[config.mk]
export PLATFORM = sky130hd
export DESIGN_NAME = track_share_ctrl_flat
export DESIGN_NICKNAME = d
export VERILOG_FILES = /design/src/rtl/track_share_ctrl_if.sv /design/src/rtl/track_share_ctrl.sv /design/src/flat_wrapper.sv
export SDC_FILE = /design/constraint.sdc
export NUM_CORES = 1
export LEC_CHECK = 0
export ABC_AREA = 1
export CAP_MARGIN = 10
export CORE_AREA = 2 2 39 41
export CTS_CLUSTER_SIZE = 20
export DETAILED_ROUTE_END_ITERATION = 12
export DIE_AREA = 0 0 41 43
export PLACE_DENSITY = 0.66
export SETUP_SLACK_MARGIN = 0.02
export SYNTH_ARGS = -nofsm -noshare
export SYNTH_HDL_FRONTEND = slang
export SYNTH_SLANG_ARGS = --single-unit
export TNS_END_PERCENT = 30
[constraint.sdc]
create_clock -name Clock -period 1.1 [get_ports Clock]
set_clock_uncertainty 0.15 [all_clocks]
set_input_delay 0.22 -clock Clock [delete_from_list [all_inputs] [get_ports Clock]]
set_output_delay 0.22 -clock Clock [all_outputs]
set_load 0.005 [all_outputs]
[src/rtl/track_share_ctrl_if.sv]
// Bus between the track-sharing controller and the track side.
//   SR_APPR  per-track approach sensors (track side -> controller)
//   SR_EXIT  per-track exit sensors     (track side -> controller)
//   D        2 bits per train: 2'b01 forward, 2'b00 stop
//   SW       one-hot route switch, all-zero = none connected
//   OWNER    index of current owner, 0 when none
//   BUSY     common section granted
//   FAULT    watchdog fault latched
// master = controller side, slave = track/sensor side.
interface track_share_ctrl_if #(
  parameter int unsigned N_TRAINS = 2
);
  localparam int unsigned OW = $clog2(N_TRAINS);

  logic [N_TRAINS-1:0]   SR_APPR;
  logic [N_TRAINS-1:0]   SR_EXIT;
  logic [2*N_TRAINS-1:0] D;
  logic [N_TRAINS-1:0]   SW;
  logic [OW-1:0]         OWNER;
  logic                  BUSY;
  logic                  FAULT;

  modport master (
    input  SR_APPR, SR_EXIT,
    output D, SW, OWNER, BUSY, FAULT
  );

  modport slave (
    output SR_APPR, SR_EXIT,
    input  D, SW, OWNER, BUSY, FAULT
  );
endinterface

[src/rtl/track_share_ctrl.sv]
// Round-robin arbiter granting one common track section to N_TRAINS trains.
// Ports:
//   Clock    rising-edge clock
//   RESET_n  synchronous active-low reset
//   bus      track_share_ctrl_if.master (sensors in; D/SW/OWNER/BUSY/FAULT out)
// Optional feature: define TRACK_WATCHDOG_EN to add a hold-time watchdog that
// latches FAULT when an owner keeps the section for TIMEOUT cycles.
// Without it FAULT is tied 0 and a grant lasts until the owner exits.
module track_share_ctrl #(
  parameter int unsigned N_TRAINS = 2,
  parameter int unsigned TIMEOUT  = 16,
  parameter int unsigned CNT_W    = 8
) (
  input logic              Clock,
  input logic              RESET_n,
  track_share_ctrl_if.master bus
);

  localparam int unsigned OW = $clog2(N_TRAINS);

  // Reject illegal configurations at elaboration.
  if (N_TRAINS < 2 || N_TRAINS > 8 || TIMEOUT < 1 || TIMEOUT >= (1 << CNT_W)) begin : g_bad_cfg
    $error("track_share_ctrl: illegal parameter combination");
  end

  typedef enum logic [1:0] {IDLE, GRANT, FAULT} state_t;

  state_t                state;
  logic [N_TRAINS-1:0]   pending;
  logic [OW-1:0]         last_owner;
  logic [2*N_TRAINS-1:0] d_q;
  logic [N_TRAINS-1:0]   sw_q;
  logic [OW-1:0]         owner_q;
  logic                  busy_q;
  logic                  fault_q;
`ifdef TRACK_WATCHDOG_EN
  logic [CNT_W-1:0]      cnt_q;
`endif

  assign bus.D     = d_q;
  assign bus.SW    = sw_q;
  assign bus.OWNER = owner_q;
  assign bus.BUSY  = busy_q;
  assign bus.FAULT = fault_q;

  function automatic logic [N_TRAINS-1:0] onehot(input logic [OW-1:0] idx);
    return {{(N_TRAINS-1){1'b0}}, 1'b1} << idx;
  endfunction

  // Stop every train in the mask, let all others run forward.
  function automatic logic [2*N_TRAINS-1:0] dvec(input logic [N_TRAINS-1:0] stop);
    logic [2*N_TRAINS-1:0] d;
    d = '0;
    for (int i = 0; i < N_TRAINS; i++) begin
      d[2*i +: 2] = stop[i] ? 2'b00 : 2'b01;
    end
    return d;
  endfunction

  logic [N_TRAINS-1:0] req_c;
  logic [N_TRAINS-1:0] owner_oh_c;
  logic [N_TRAINS-1:0] grant_pend_c;
  logic [N_TRAINS-1:0] hold_pend_c;
  logic [N_TRAINS-1:0] exit_pend_c;
  logic                exit_c;
  logic [OW-1:0]       winner_c;
  logic                found_c;

  assign req_c        = pending | bus.SR_APPR;
  assign owner_oh_c   = onehot(owner_q);
  assign exit_c       = |(bus.SR_EXIT & owner_oh_c);
  assign grant_pend_c = req_c & ~onehot(winner_c);
  // While granted, the owner's own approach sensor is ignored.
  assign hold_pend_c  = pending | (bus.SR_APPR & ~owner_oh_c);
  // On exit the owner may re-request in the same cycle.
  assign exit_pend_c  = pending | bus.SR_APPR;

  // Round-robin search starting one past the previous owner.
  always_comb begin
    int unsigned idx;
    idx      = 0;
    winner_c = '0;
    found_c  = 1'b0;
    for (int k = 1; k <= N_TRAINS; k++) begin
      idx = int'(last_owner) + k;
      if (idx >= N_TRAINS) idx = idx - N_TRAINS;
      if (!found_c && req_c[OW'(idx)]) begin
        found_c  = 1'b1;
        winner_c = OW'(idx);
      end
    end
  end

  // Control FSM with registered outputs.
  always_ff @(posedge Clock) begin
    if (!RESET_n) begin
      state      <= IDLE;
      pending    <= '0;
      last_owner <= OW'(N_TRAINS - 1);
      d_q        <= dvec('0);
      sw_q       <= '0;
      owner_q    <= '0;
      busy_q     <= 1'b0;
      fault_q    <= 1'b0;
`ifdef TRACK_WATCHDOG_EN
      cnt_q      <= '0;
`endif
    end else begin
      case (state)
        IDLE: begin
          if (found_c) begin
            state   <= GRANT;
            sw_q    <= onehot(winner_c);
            owner_q <= winner_c;
            busy_q  <= 1'b1;
            pending <= grant_pend_c;
            d_q     <= dvec(grant_pend_c);
`ifdef TRACK_WATCHDOG_EN
            cnt_q   <= '0;
`endif
          end else begin
            pending <= req_c;
            d_q     <= dvec(req_c);
          end
        end
        GRANT: begin
          if (exit_c) begin
            state      <= IDLE;
            sw_q       <= '0;
            busy_q     <= 1'b0;
            owner_q    <= '0;
            last_owner <= owner_q;
            pending    <= exit_pend_c;
            d_q        <= dvec(exit_pend_c);
          end
`ifdef TRACK_WATCHDOG_EN
          else if (cnt_q + CNT_W'(1) == CNT_W'(TIMEOUT)) begin
            state   <= FAULT;
            sw_q    <= '0;
            busy_q  <= 1'b0;
            owner_q <= '0;
            fault_q <= 1'b1;
            d_q     <= '0;
          end
`endif
          else begin
`ifdef TRACK_WATCHDOG_EN
            cnt_q   <= cnt_q + CNT_W'(1);
`endif
            pending <= hold_pend_c;
            d_q     <= dvec(hold_pend_c);
          end
        end
        FAULT: begin
          state <= FAULT;
        end
        default: begin
          state <= IDLE;
        end
      endcase
    end
  end

endmodule

[src/flat_wrapper.sv]
// flat-port wrapper written by rule: the top's interface ports become plain ports
module track_share_ctrl_flat 
#(
  parameter int unsigned N_TRAINS = 2,
  parameter int unsigned TIMEOUT  = 16,
  parameter int unsigned CNT_W    = 8
)
  (Clock, RESET_n, bus_SR_APPR, bus_SR_EXIT, bus_D, bus_SW, bus_OWNER, bus_BUSY, bus_FAULT);
  track_share_ctrl_if #(.N_TRAINS(N_TRAINS)) bus_i ();
  input logic Clock;
  input logic RESET_n;
  input wire logic [$bits(bus_i.SR_APPR)-1:0] bus_SR_APPR;
  input wire logic [$bits(bus_i.SR_EXIT)-1:0] bus_SR_EXIT;
  output wire logic [$bits(bus_i.D)-1:0] bus_D;
  output wire logic [$bits(bus_i.SW)-1:0] bus_SW;
  output wire logic [$bits(bus_i.OWNER)-1:0] bus_OWNER;
  output wire logic [$bits(bus_i.BUSY)-1:0] bus_BUSY;
  output wire logic [$bits(bus_i.FAULT)-1:0] bus_FAULT;
  assign bus_i.SR_APPR = bus_SR_APPR;
  assign bus_i.SR_EXIT = bus_SR_EXIT;
  assign bus_D = bus_i.D;
  assign bus_SW = bus_i.SW;
  assign bus_OWNER = bus_i.OWNER;
  assign bus_BUSY = bus_i.BUSY;
  assign bus_FAULT = bus_i.FAULT;
  track_share_ctrl #(.N_TRAINS(N_TRAINS), .TIMEOUT(TIMEOUT), .CNT_W(CNT_W)) u_core (.Clock(Clock), .RESET_n(RESET_n), .bus(bus_i));
endmodule
# Word level (Yosys, flattened, before mapping)
# Index checks and enable logic that the tools add are counted.
totals:
  word_cells: 68
  out_inout_bits: 9
  ff_bits: 13
classes:
  eq_ne: 4
  shifts: 2
  magnitude_cmp: 4
  addsub: 4
  n_bitwise: 7
  n_mux: 32
  n_reduce_logical: 8
op_table:
  columns: ["operator", "n"]
  rows:
  - ["$mux 1", 19]
  - ["$mux 2", 5]
  - ["$mux 4", 2]
  - ["$pmux 2 s2", 2]
  - ["$pmux 4 s2", 1]
  - ["$and 2x2->2", 3]
  - ["$pmux 2 s3", 1]
  - ["$lt 1x2->1 const B", 2]
  - ["$ne 2x1->1 const B", 2]
  - ["$not 2->2", 2]
  - ["$or 2x2->2", 2]
  - ["$pmux 1 s2", 2]
  - ["$reduce_and 2->1", 2]
  - ["$shl 1x1->2 const A", 2]
  - ["$add 1x2->3 const B", 1]
  - ["$ge 3x2->1 const B", 1]
  - ["$reduce_and 3->1", 1]
  - ["$add 1x1->2 const B", 1]
  - ["$eq 2x1->1 const B", 1]
  - ["$eq 2x2->1 const B", 1]
  - ["$ge 2x2->1 const B", 1]
  - ["$logic_not 2->1", 1]
  - ["$reduce_bool 2->1", 1]
  - ["$reduce_or 2->1", 1]
  - ["other kinds (3)", 4]

# Longest topological paths before layout
logic_depth:
  word_depth: 15
  depth_mapped: 7
  depth_no_buf: 7

# Worst setup path before layout
# No wires, ideal clock.
synth_timing:
  kind: "register -> register"
  startpoint: "register u_core.owner_q (netlist: u_core.bus.OWNER)"
  endpoint: "register u_core.owner_q (netlist: u_core.bus.OWNER)"
  setup_slack_ns: 0.036
  path_stages_with_launch: 7
  setup_time_ns: 0.070
  t_arrival_ns: 0.844
  synth_period_minus_slack_ns: 1.064
  required_time_ns: 0.880
  cell_sequence: "dfxtp_1 -> inv_1 -> nand2_1 -> nand2_1 -> nand2_4 -> nand3_1 -> a21oi_1"
synth_via:
  elab_chain_cells: 5
synth_lines:
  columns: ["item", "line", "rtl"]
  rows:
  - ["from (decl)", "track_share_ctrl.sv:33", "logic [OW-1:0] owner_q;"]
  - ["from (signal assigned)", "track_share_ctrl.sv:114", "owner_q <= winner_c;"]
  - ["$shl 1x1->2", "track_share_ctrl.sv:47", "return {{(N_TRAINS-1){1'b0}}, 1'b1} << idx;"]
  - ["$and 2x2->2", "track_share_ctrl.sv:71", "assign exit_c = |(bus.SR_EXIT & owner_oh_c);"]
  - ["$reduce_or 2->1", "track_share_ctrl.sv:71", null]
  - ["$ne 2x1->1 (no line)", null, null]
  - ["$reduce_and 3->1 (no line)", null, null]
# Every way passes these cells.
# A chain may end at the register's enable or synchronous reset.

# Final worst setup path
layout_timing:
  startpoint: "register u_core.owner_q (netlist: u_core.bus.OWNER)"
  endpoint: "register u_core.sw_q[0] (netlist: u_core.bus.SW[0])"
layout_via:
  elab_chain_cells: 5
layout_lines:
  columns: ["item", "line", "rtl"]
  rows:
  - ["$shl 1x1->2", "track_share_ctrl.sv:47", null]
  - ["$and 2x2->2", "track_share_ctrl.sv:71", null]
  - ["$reduce_or 2->1", "track_share_ctrl.sv:71", null]
  - ["$ne 2x1->1 (no line)", null, null]
  - ["$reduce_and 3->1 (no line)", null, null]
  - ["to (signal assigned)", "track_share_ctrl.sv:113", "sw_q <= onehot(winner_c);"]
  - ["to (decl)", "track_share_ctrl.sv:32", "logic [N_TRAINS-1:0] sw_q;"]
# Every way passes these cells.

==> qor.yml <==
outcome:
  outcome: "finished, violations left"
  violations: "setup timing"
cells_and_area:
  insertedDiodeCount: 0
  nets: 101
  instances_no_fill: 110
  n_fill_cell: 135
  drive_gt1_share_pct: 57.4
  final_common_cell: "nand2_1"
  syn_to_final_growth_pct: 59.6
  layout_common_cells: "nand2_1, buf_4, dfxtp_2"
power:
  p_clk_share_pct: 31.9
  seqPwrFrac_pct: 41.2
  cellPowerDensity_nw_per_um2: 1340
  pwr-share-comb_pct: 26.9
  p_sw_mw: 0.317
  p_int_mw: 0.735
  power_mw: 1.05
  switching_share_pct: 30.2
  power_leakage_nw: 0.407
  ir_worst_vdd_uv: 755
global_route:
  grt_pass1_wl_um: 1860
  antenna_found_initial: 0
  grt_overflow: 0
  grt_start_max_net_pins: 7
  grt_use_total_pct: 15.9
  grt_pass1_vias: 485
timing:
  drv_slew: 0
  rsz0062_at_grt: "true"
  max_freq_mhz: 881
  whs_ns: 0.158
  finalHoldViolations: 0
  period_share_pct: 103
  finalSetupViolations: 4
  layout_min_cycle_time_ns: 1.13
  finalWorstSetupSlack_ns: -0.0346
synth:
  netlist_instances: 71
  ys_ff_latch: 10
  synthSimpleGateAreaFrac_pct: 35.3
  synthArstFlopShare_pct: 0
  ys_types: 16
  syn_area_um2: 493
  synth_compound_area_share_pct: 10.4
  synth_top_family_by_area: "simple AND/OR/NAND/NOR gates"
  syn_avg_cell_area_um2: 6.94
  synth_warnings: 0
  ys_seq_area_share_pct: 40.6
  synthXorXnorAreaFrac_pct: 0
  synthMuxAreaShare_pct: 0
  ys.flop_type: "dfxtp_1"
  synth_edf_count: 0
  synth_fa_ha_area_share_pct: 0
setup_path:
  ff2ff_path_depth: 7
  timing.rr.start: "u_core.bus.OWNER"
  required_ns: 1.14
  cp_data_arrival_time_ns: 1.18
  path_max_fanout: 5
  r2r_slack_ns: -0.03
  cp-startpoint: "u_core.bus.OWNER"
  reg2reg_to: "u_core.bus.SW[0]"
  setup.worst_path.class: "flip-flop to flip-flop"
  startpoint_type: "flip-flop"
  endpoint: "u_core.bus.SW[0]"
  end_kind: "flip-flop"
clock_network:
  clk-insertion-delay-late_ns: 0.26
  htree_levels: 1
  cts_tree: "built"
  clk_pin_slew_ns: 0.08
  cts_sinks: 10
  cts_buffers: 3
  clock_path_buffers: 2
  clockRootBuffer: "clkbuf_4"
  holdBufCountCts: 0
routing:
  wirelength_um: 1240
  drt_iter0_drc: 10
  firstDrtPassIters: 4
  vias: 521
  top_layer_used: "met4"
  met2_length_um: 644
  wl_per_cell_um: 11.3
  via_per_inst: 4.74
  wl_met3_um: 53
  drt-met1-wl_um: 527
  drtAntennaViolNets: 0
  route.detailed.drc: 0
floorplanning:
  rows: 14
  io_pins: 15
  start_util_pct: 35.6
  die_w_um: 41
  core_area_um2: 1380
  die_y_um: 43
  dieArea_um2: 1760
worst_hold_path:
  hp-class: "input pin to flip-flop"
place:
  routabilityCongestion: 0.756
  dp_cells: 103
  dp_hpwl_um: 806
  io_buffer_count: 11
job:
  drv_cap: 0
critical path, cell delays in order (launching register included):
cell	delay [ns]
dfxtp_2	0.35
buf_6	0.12
inv_4	0.05
nand2_4	0.07
nand2_4	0.05
nand2_4	0.08
nand3_2	0.07
a21oi_2	0.13
through the flow:
step	util [%]	cell area (um2)	TNS (ns)	worst slack, ns
after floorplan	-	500	0	0.0363
after global placement	47.2	653	-3.10	-0.337
after detailed placement	47.2	653	-3.03	-0.310
after CTS	50.3	696	-0.134	-0.0555
after global routing	56.9	787	-0.357	-0.0830
final	56.9	787	-0.0790	-0.0346
how the worst min path moves through the flow:
stage	start	endpoint	slack (ns)	depth (start not counted)
6_report	RESET_n	u_core.state[1]	0.16	3
5_1_grt	RESET_n	u_core.state[1]	0.18	3
4_1_cts	u_core.bus.BUSY	u_core.bus.BUSY	0.32	2
3_5_place_dp	u_core.bus.BUSY	u_core.bus.BUSY	0.31	2
3_3_place_gp	u_core.bus.BUSY	u_core.bus.BUSY	0.30	2
2_1_floorplan	RESET_n	u_core.bus.D[2]	0.16	1
flip-flops by register name, summed over array words and instances, names as in the netlist:
signal	count
u_core.bus.D	2
u_core.pending	2
u_core.state	2
u_core.bus.BUSY	1
u_core.bus.OWNER	1
u_core.bus.SW	1
u_core.last_owner	1
cells by family after synthesis:
| kind of cell | after synthesis |
|---|---|
| compound gates | 9 |
| buf+inv | 13 |
| flops | 10 |
| other cells | 1 |
| simple gates | 38 |
cells in the mapped netlist, types with 2 or more instances:
cell type	number	area [um2]
buf_4	4	30.0
a21oi_1	5	25.0
o21ai_0	2	10.0
dfxtp_1	10	200
nand3_1	7	35.0
nor2_1	8	30.0
nand2_1	18	67.6
inv_2	2	7.51
nand2_4	2	22.5
inv_1	7	26.3
area by class of cell:
type                       instances  area, um2  share of cell area, %
clock buffer                       4       36.3                   4.61
timing repair buffer              21        174                   22.1
inverter                           9       36.3                   4.61
sequential                        10        214                   27.2
tap                               16       20.0                   2.54
multi-input combinational         50        307                   39.0
metal layers:
layer / up-vias / track usage [%]
li1: 264 / -
met1: 241 / 19.5
met2: 12 / 23.1
met3: 4 / 6.28
met4: 0 / 8.00
met5: - / 0
power groups by stage:
stage,clock network (mW),logic (mW),registers (mW)
after floorplan,0,0.132,0.432
after global placement,0,0.241,0.430
after detailed placement,0,0.242,0.431
after CTS,0.338,0.238,0.427
after global routing,0.354,0.314,0.437
final,0.335,0.283,0.433
repair_timing:
item,in CTS,in global routing
setup buffers,1,2
resized for setup,37,27
pin swaps,3,8
endpoints found under the setup margin,15,14
gates cloned,0,0
endpoints found under the hold margin,0,0
(Power assumes the default switching activity.)
